### src/rtl/card_select_ctrl.sv
// Board selection mask controller: turns a mouse click into a board cell index
// and toggles that cell's selection, keeping a running count of selected cells.
module card_select_ctrl #(
    parameter int          MAX_SEL    = 16,
    parameter logic [5:0]  EMPTY_CODE = 6'd54
) (
    input  logic           clk,
    input  logic           rst,
    input  logic [9:0]     mouse_x,
    input  logic [9:0]     mouse_y,
    input  logic           click,
    input  logic           clear,
    input  logic [863:0]   map,
    output logic [143:0]   sel_card,
    output logic [7:0]     sel_cnt,
    output logic           busy,
    output logic [7:0]     hit_pos,
    output logic           reject
);

    typedef enum logic [1:0] {
        S_IDLE   = 2'd0,
        S_DECODE = 2'd1,
        S_CHECK  = 2'd2,
        S_APPLY  = 2'd3
    } state_t;

    state_t         state_q, state_d;
    logic [9:0]     mx_q, mx_d;
    logic [9:0]     my_q, my_d;
    logic           valid_q, valid_d;
    logic [7:0]     pos_q, pos_d;
    logic [143:0]   sel_q, sel_d;
    logic [7:0]     cnt_q, cnt_d;
    logic           busy_q, busy_d;
    logic [7:0]     hit_q, hit_d;
    logic           reject_q, reject_d;
    logic [5:0]     cell_code_s;
    logic           reject_cond_s;

    // Same geometry as the display stage: 32-px columns, 46-px row bands with
    // a wider gap between the upper and lower halves. Invalid cells report pos 0.
    function automatic logic [8:0] decode_cell(input logic [9:0] mx, input logic [9:0] my);
        logic       col_v;
        logic [4:0] col;
        logic       row_v;
        logic [2:0] row;
        logic [7:0] pos;
        col_v = (mx >= 10'd32) && (mx < 10'd608);
        col   = 5'((mx - 10'd32) >> 5);
        row_v = 1'b1;
        if (my >= 10'd19 && my < 10'd65) begin
            row = 3'd0;
        end else if (my >= 10'd74 && my < 10'd120) begin
            row = 3'd1;
        end else if (my >= 10'd129 && my < 10'd175) begin
            row = 3'd2;
        end else if (my >= 10'd184 && my < 10'd230) begin
            row = 3'd3;
        end else if (my >= 10'd239 && my < 10'd285) begin
            row = 3'd4;
        end else if (my >= 10'd294 && my < 10'd340) begin
            row = 3'd5;
        end else if (my >= 10'd360 && my < 10'd406) begin
            row = 3'd6;
        end else if (my >= 10'd415 && my < 10'd461) begin
            row = 3'd7;
        end else begin
            row_v = 1'b0;
            row   = 3'd0;
        end
        pos = {3'b000, col} + ({5'b00000, row} * 8'd18);
        if (col_v && row_v) begin
            return {1'b1, pos};
        end else begin
            return 9'd0;
        end
    endfunction

    assign cell_code_s   = map[int'(pos_q) * 6 +: 6];
    assign reject_cond_s = !valid_q || (cell_code_s == EMPTY_CODE) ||
                           (!sel_q[pos_q] && (cnt_q == 8'(MAX_SEL)));

    // Next-state and datapath; clear overrides everything including a pending toggle.
    always_comb begin
        state_d  = state_q;
        mx_d     = mx_q;
        my_d     = my_q;
        valid_d  = valid_q;
        pos_d    = pos_q;
        sel_d    = sel_q;
        cnt_d    = cnt_q;
        hit_d    = hit_q;
        reject_d = 1'b0;
        if (clear) begin
            state_d = S_IDLE;
            sel_d   = 144'd0;
            cnt_d   = 8'd0;
        end else begin
            case (state_q)
                S_IDLE: begin
                    if (click) begin
                        mx_d    = mouse_x;
                        my_d    = mouse_y;
                        state_d = S_DECODE;
                    end else begin
                        state_d = S_IDLE;
                    end
                end
                S_DECODE: begin
                    {valid_d, pos_d} = decode_cell(mx_q, my_q);
                    state_d          = S_CHECK;
                end
                S_CHECK: begin
                    if (reject_cond_s) begin
                        reject_d = 1'b1;
                        state_d  = S_IDLE;
                    end else begin
                        hit_d   = pos_q;
                        state_d = S_APPLY;
                    end
                end
                S_APPLY: begin
                    sel_d[hit_q] = ~sel_q[hit_q];
                    if (sel_q[hit_q]) begin
                        cnt_d = cnt_q - 8'd1;
                    end else begin
                        cnt_d = cnt_q + 8'd1;
                    end
                    state_d = S_IDLE;
                end
                default: begin
                    state_d = S_IDLE;
                end
            endcase
        end
        busy_d = (state_d == S_DECODE) || (state_d == S_CHECK);
    end

    // State and output registers.
    always_ff @(posedge clk or negedge rst) begin
        if (!rst) begin
            state_q  <= S_IDLE;
            mx_q     <= 10'd0;
            my_q     <= 10'd0;
            valid_q  <= 1'b0;
            pos_q    <= 8'd0;
            sel_q    <= 144'd0;
            cnt_q    <= 8'd0;
            busy_q   <= 1'b0;
            hit_q    <= 8'd0;
            reject_q <= 1'b0;
        end else begin
            state_q  <= state_d;
            mx_q     <= mx_d;
            my_q     <= my_d;
            valid_q  <= valid_d;
            pos_q    <= pos_d;
            sel_q    <= sel_d;
            cnt_q    <= cnt_d;
            busy_q   <= busy_d;
            hit_q    <= hit_d;
            reject_q <= reject_d;
        end
    end

    assign sel_card = sel_q;
    assign sel_cnt  = cnt_q;
    assign busy     = busy_q;
    assign hit_pos  = hit_q;
    assign reject   = reject_q;

endmodule

### config.mk
export PLATFORM = sky130hd
export DESIGN_NAME = card_select_ctrl
export DESIGN_NICKNAME = d
export VERILOG_FILES = /design/src/rtl/card_select_ctrl.sv
export SDC_FILE = /design/constraint.sdc
export NUM_CORES = 1
export LEC_CHECK = 0
export ABC_CLOCK_PERIOD_IN_PS = 4590
export CAP_MARGIN = 20
export CELL_PAD_IN_SITES_DETAIL_PLACEMENT = 0
export CELL_PAD_IN_SITES_GLOBAL_PLACEMENT = 1
export CORE_AREA = 2 2 407 409
export CTS_CLUSTER_DIAMETER = 80
export CTS_CLUSTER_SIZE = 40
export DETAILED_ROUTE_END_ITERATION = 12
export DIE_AREA = 0 0 409 411
export GPL_TIMING_DRIVEN = 0
export PLACE_DENSITY_LB_ADDON = 0.2
export SLEW_MARGIN = 0
export SYNTH_ARGS = -nofsm -noshare
export SYNTH_HDL_FRONTEND = slang
export SYNTH_SLANG_ARGS = --single-unit
export TNS_END_PERCENT = 20
### constraint.sdc
create_clock -name clk -period 4.59 [get_ports clk]
set_input_delay 0.918 -clock clk [delete_from_list [all_inputs] [get_ports clk]]
set_output_delay 0.918 -clock clk [all_outputs]
set_load 0.1 [all_outputs]
==> impl_summary.log <==
INFO  metric cts-root-to-sink-buffers = 2
INFO  metric drt_first_iter_violations = 1,023
INFO  metric postCtsHoldBufs = 0
INFO  metric synth_area_in_compound_gates = just over 20%
INFO  metric synth_enable_flop_cells = 0
INFO  metric synthesis.area_per_instance = 9.13 sq um
INFO  metric status = finished, final reports clean
INFO  metric clock-skew-final = between 0.03 and 0.04 ns
INFO  metric syn-cell-area = 15,500 sq um
INFO  metric post_route_cells_drive_above_1_share = 10.7%
INFO  metric final-hold-violation-count = 0
INFO  metric max_cap_violations = 0
INFO  metric number_of_clock_sinks = 193
INFO  metric reg2reg_depth = 18
INFO  metric r2r_start = hit_pos[0]
INFO  metric postSynthCellCount = ~1,700
INFO  metric timing.max_slew.rel_slack = 21.2%
INFO  metric cpMaxStageDelayCell = mux4_2
INFO  metric port_buffers = roughly 1,000
INFO  metric cell_depth_of_the_worst_setup_path = 18
INFO  metric postRouteWirelength = 158,000 um
INFO  metric finalSetupViolCount = 0
INFO  metric path_cells = buf_12, buf_12, buf_8, mux4_2, mux4_2, mux2i_2, a21oi_1, a31oi_4, inv_6, ha_1, a21o_1, a21oi_2, o21bai_1, a21oi_2, o21ai_2, xor2_1, or3_1, a21oi_1
INFO  metric post_syn_nets = 2,596
INFO  metric synth_async_sr_flop_share = 100%
INFO  metric floorplan.initialDensity = about a tenth
INFO  metric global_route.overflow_total = 0
INFO  metric synth_top_family_by_area = simple AND/OR/NAND/NOR gates
INFO  metric r2r_end = sel_cnt[7]
INFO  metric fin_tns_setup = 0 ns
INFO  metric grt_start_max_net_pins = 90
INFO  metric nFillCells = about 18,000
INFO  metric p_total = between 9 and 10 mW
INFO  metric finalNetCount = 3,695
INFO  metric layout_worst_path_cycle_share = 98.8%
INFO  metric yosysWarningCount = 0
INFO  metric critPathCaptureType = register
INFO  metric remaining_drc_errors = 0
INFO  metric drt.antenna.violating_nets = 0
INFO  metric io_pins = 1,050
INFO  metric clock-root-buffer = clkbuf_16
INFO  metric globalRouteTotalUtil = 18.1%
INFO  metric final_area = 30,300 sq um
INFO  metric unrepaired_setup_endpoints_after_global_routing = true
INFO  metric tritoncts = done
INFO  metric synth_adder_area_share = 1.23%
INFO  metric fp.dieH = 411 um
INFO  metric synth_ff_type = dfrtp_1
INFO  metric synth.mux.area_fraction = 19.5%
INFO  metric avgViaCountPerCell = between 3 and 4
INFO  metric floorplan.rows = 149
INFO  metric grt_first_pass_wirelength = 204,000 um
INFO  metric cp_max_fo = 10
INFO  metric cts-buffers-inserted = 17
INFO  metric synth_xor_xnor_area_share = less than 1%
INFO  metric critical_path.max_stage_delay = ~0.57 ns
INFO  metric period_minus_slack = 4.53 ns
INFO  metric synth-simple-area-share = between 20% and 30%
INFO  metric dieArea = 168,000 sq um
INFO  metric grt_pass1_vias = 20,700
INFO  metric leakage = slightly above 10 nW
INFO  metric peakVddDrop = 303 uV
INFO  metric h-tree-depth = 4
INFO  metric cp_data_required_time = 5.02 ns
INFO  metric hold_path_class = primary input to async pin
INFO  metric clock_insertion_delay_worst_skew = 0.53 ns
INFO  metric yosysUniqueCellTypes = 67
INFO  metric timing.critical_path.arrival = 4.97 ns
INFO  metric worst_setup_path_start_kind = register
INFO  metric global_placement_routability_congestion = 0.792
INFO  metric vias = 19,600
INFO  metric path_clk_slew = 0.09 ns
INFO  metric dr.pass1.iters = 7
INFO  metric tightest_slew = 1.18 ns
INFO  metric clock.fmax = 221 MHz
INFO  metric grt_antenna_before_repair = 32
INFO  metric seq_area_frac_synth = 31.2%
INFO  metric maxSlewViolCount = 0
INFO  metric detailed_place.area = 29,100 sq um
INFO  metric layout_overhead_on_the_synthesized_area = 95.7%
INFO  metric power-per-cell-area = 320 nW/um^2
INFO  metric crit_family = compound AO/OA/AOI/OAI gates
INFO  metric timing.setup.critical_path_class = register to register
INFO  metric crit_buf_inv = 4
INFO  metric horizontal_die_dimension = 409 um
INFO  metric rrSetupSlack = 0.06 ns
INFO  metric dp_hpwl = 130,000 um
INFO  metric ys_seq_elements = between 150 and 200
INFO  metric drt-wirelength-per-cell = 31.6 um
INFO  metric core_footprint = roughly 160,000 sq um
## layer usage
metal  track usage, %  up-vias  share of wire, %
met5                0        -             0.073
met4             3.82       20               1.5
met3             3.92      107               5.8
met2             34.0      721                53
met1             20.7    10000                40
li1                 -     8768                 -
## through the flow
step	util [%]	cells	hold WS [ns]	setup WS (ns)
global placement	17.5	4932	0.494	-8.77
detailed placement	17.7	4951	0.500	-2.69
floorplan	-	1694	0.481	0.00443
global route	18.5	4998	0.238	-0.112
finish	18.5	5004	0.238	0.0556
CTS	18.4	4994	0.204	0.00883
## worst max-delay path by stage
stage                 endpoint  startpoint  slack, ns
finish              sel_cnt[7]  hit_pos[0]       0.06
CTS                 sel_cnt[7]  hit_pos[0]      0.009
global route        sel_cnt[7]  hit_pos[0]      -0.11
global placement    hit_pos[0]         rst      -8.77
floorplan           sel_cnt[7]  hit_pos[0]      0.004
detailed placement  hit_pos[5]    pos_q[2]      -2.69
## layout make-up
| cell class | count | area [sq um] | area share, % |
|---|---|---|---|
| sequential | 193 | 4840 | 16.0 |
| tap | 2189 | 2740 | 9.05 |
| multi-input combinational | 1332 | 10000 | 33.2 |
| buffer | 138 | 913 | 3.02 |
| clock inverter | 15 | 224 | 0.740 |
| antenna | 9 | 22.5 | 0.0744 |
| inverter | 27 | 114 | 0.376 |
| timing repair buffer | 1084 | 10900 | 36.2 |
| clock buffer | 17 | 425 | 1.41 |
## repair_timing
| action | in CTS | in global routing |
|---|---|---|
| pin swaps | 10 | 4 |
| gates resized for setup | 107 | 11 |
| buffers inserted | 15 | 1 |
| setup endpoints to repair | 84 | 10 |
## cell usage in the layout (no fill, tap or decap), types with 21 or more instances in the layout
master           instances
a211oi_1                23
a21oi_1                 67
buf_4                   33
clkbuf_1                66
clkdlybuf4s50_1       1048
dfrtp_1                191
inv_1                   23
mux2_2                  25
mux4_2                 114
nand2_1                 66
nand3_1                 70
nand4_1                 83
nand4b_1                21
nor2_1                  88
nor2b_1                154
nor3_1                  52
o21ai_0                325
## worst register-to-register path: cells and delay by family, from the launching register on
| kind | cells | cell delay (ns) |
|---|---|---|
| xor+xnor | 1 | 0.15 |
| simple gates | 1 | 0.30 |
| flops | 1 | 0.44 |
| buf+inv | 4 | 0.56 |
| compound gates | 8 | 1.36 |
| mux | 3 | 1.37 |
| fa+ha+maj | 1 | 0.27 |
## Yosys cell counts, types with 6 or more instances
| cell type | instances | area, sq um |
|---|---|---|
| a211oi_1 | 23 | 173 |
| a21o_1 | 6 | 45.0 |
| a21oi_1 | 71 | 355 |
| a221oi_1 | 6 | 52.6 |
| a22o_1 | 7 | 61.3 |
| a31oi_1 | 9 | 56.3 |
| a32oi_1 | 11 | 96.3 |
| and3_1 | 6 | 37.5 |
| buf_1 | 12 | 45.0 |
| buf_2 | 35 | 175 |
| buf_4 | 7 | 52.6 |
| clkbuf_1 | 84 | 315 |
| dfrtp_1 | 193 | 4830 |
| ha_1 | 12 | 150 |
| inv_1 | 25 | 93.8 |
| mux2_2 | 26 | 293 |
| mux2i_1 | 15 | 150 |
| mux4_2 | 114 | 2570 |
| nand2_1 | 67 | 251 |
| nand3_1 | 70 | 350 |
| nand4_1 | 83 | 519 |
| nand4b_1 | 21 | 184 |
| nor2_1 | 90 | 338 |
| nor2b_1 | 155 | 970 |
| nor3_1 | 53 | 265 |
| nor3b_1 | 6 | 45.0 |
| nor4_1 | 8 | 50.1 |
| nor4b_1 | 11 | 96.3 |
| nor4bb_1 | 19 | 190 |
| o211ai_1 | 12 | 90.1 |
| o21ai_0 | 329 | 1650 |
| o22ai_1 | 11 | 68.8 |
| o311ai_0 | 9 | 78.8 |
| o31ai_1 | 6 | 45.0 |
| or3_1 | 10 | 62.6 |
| xnor2_1 | 7 | 61.3 |
| xor2_1 | 6 | 52.6 |
## power breakdown
| group | total (mW) | switching (mW) | internal (mW) |
|---|---|---|---|
| Clock | 1.73 | 0.917 | 0.809 |
| Sequential | 1.95 | 0.161 | 1.79 |
| Combinational | 6.01 | 3.80 | 2.20 |
## state kept, by name, indices dropped and copies added (netlist names)
name      count
busy          1
hit_pos       8
mx_q         10
my_q         10
pos_q         8
reject        1
sel_card    144
sel_cnt       8
state_q       2
valid_q       1
## kinds of logic after synthesis
kind of cell	count (synthesis)
DFF	193
AOI/OAI and AO/OA	540
and+or+nand+nor	610
xor gates and xnor gates	13
adders and majority gates	14
muxes	155
buffers and inverters	169
Power figures use the tool's default switching activity.
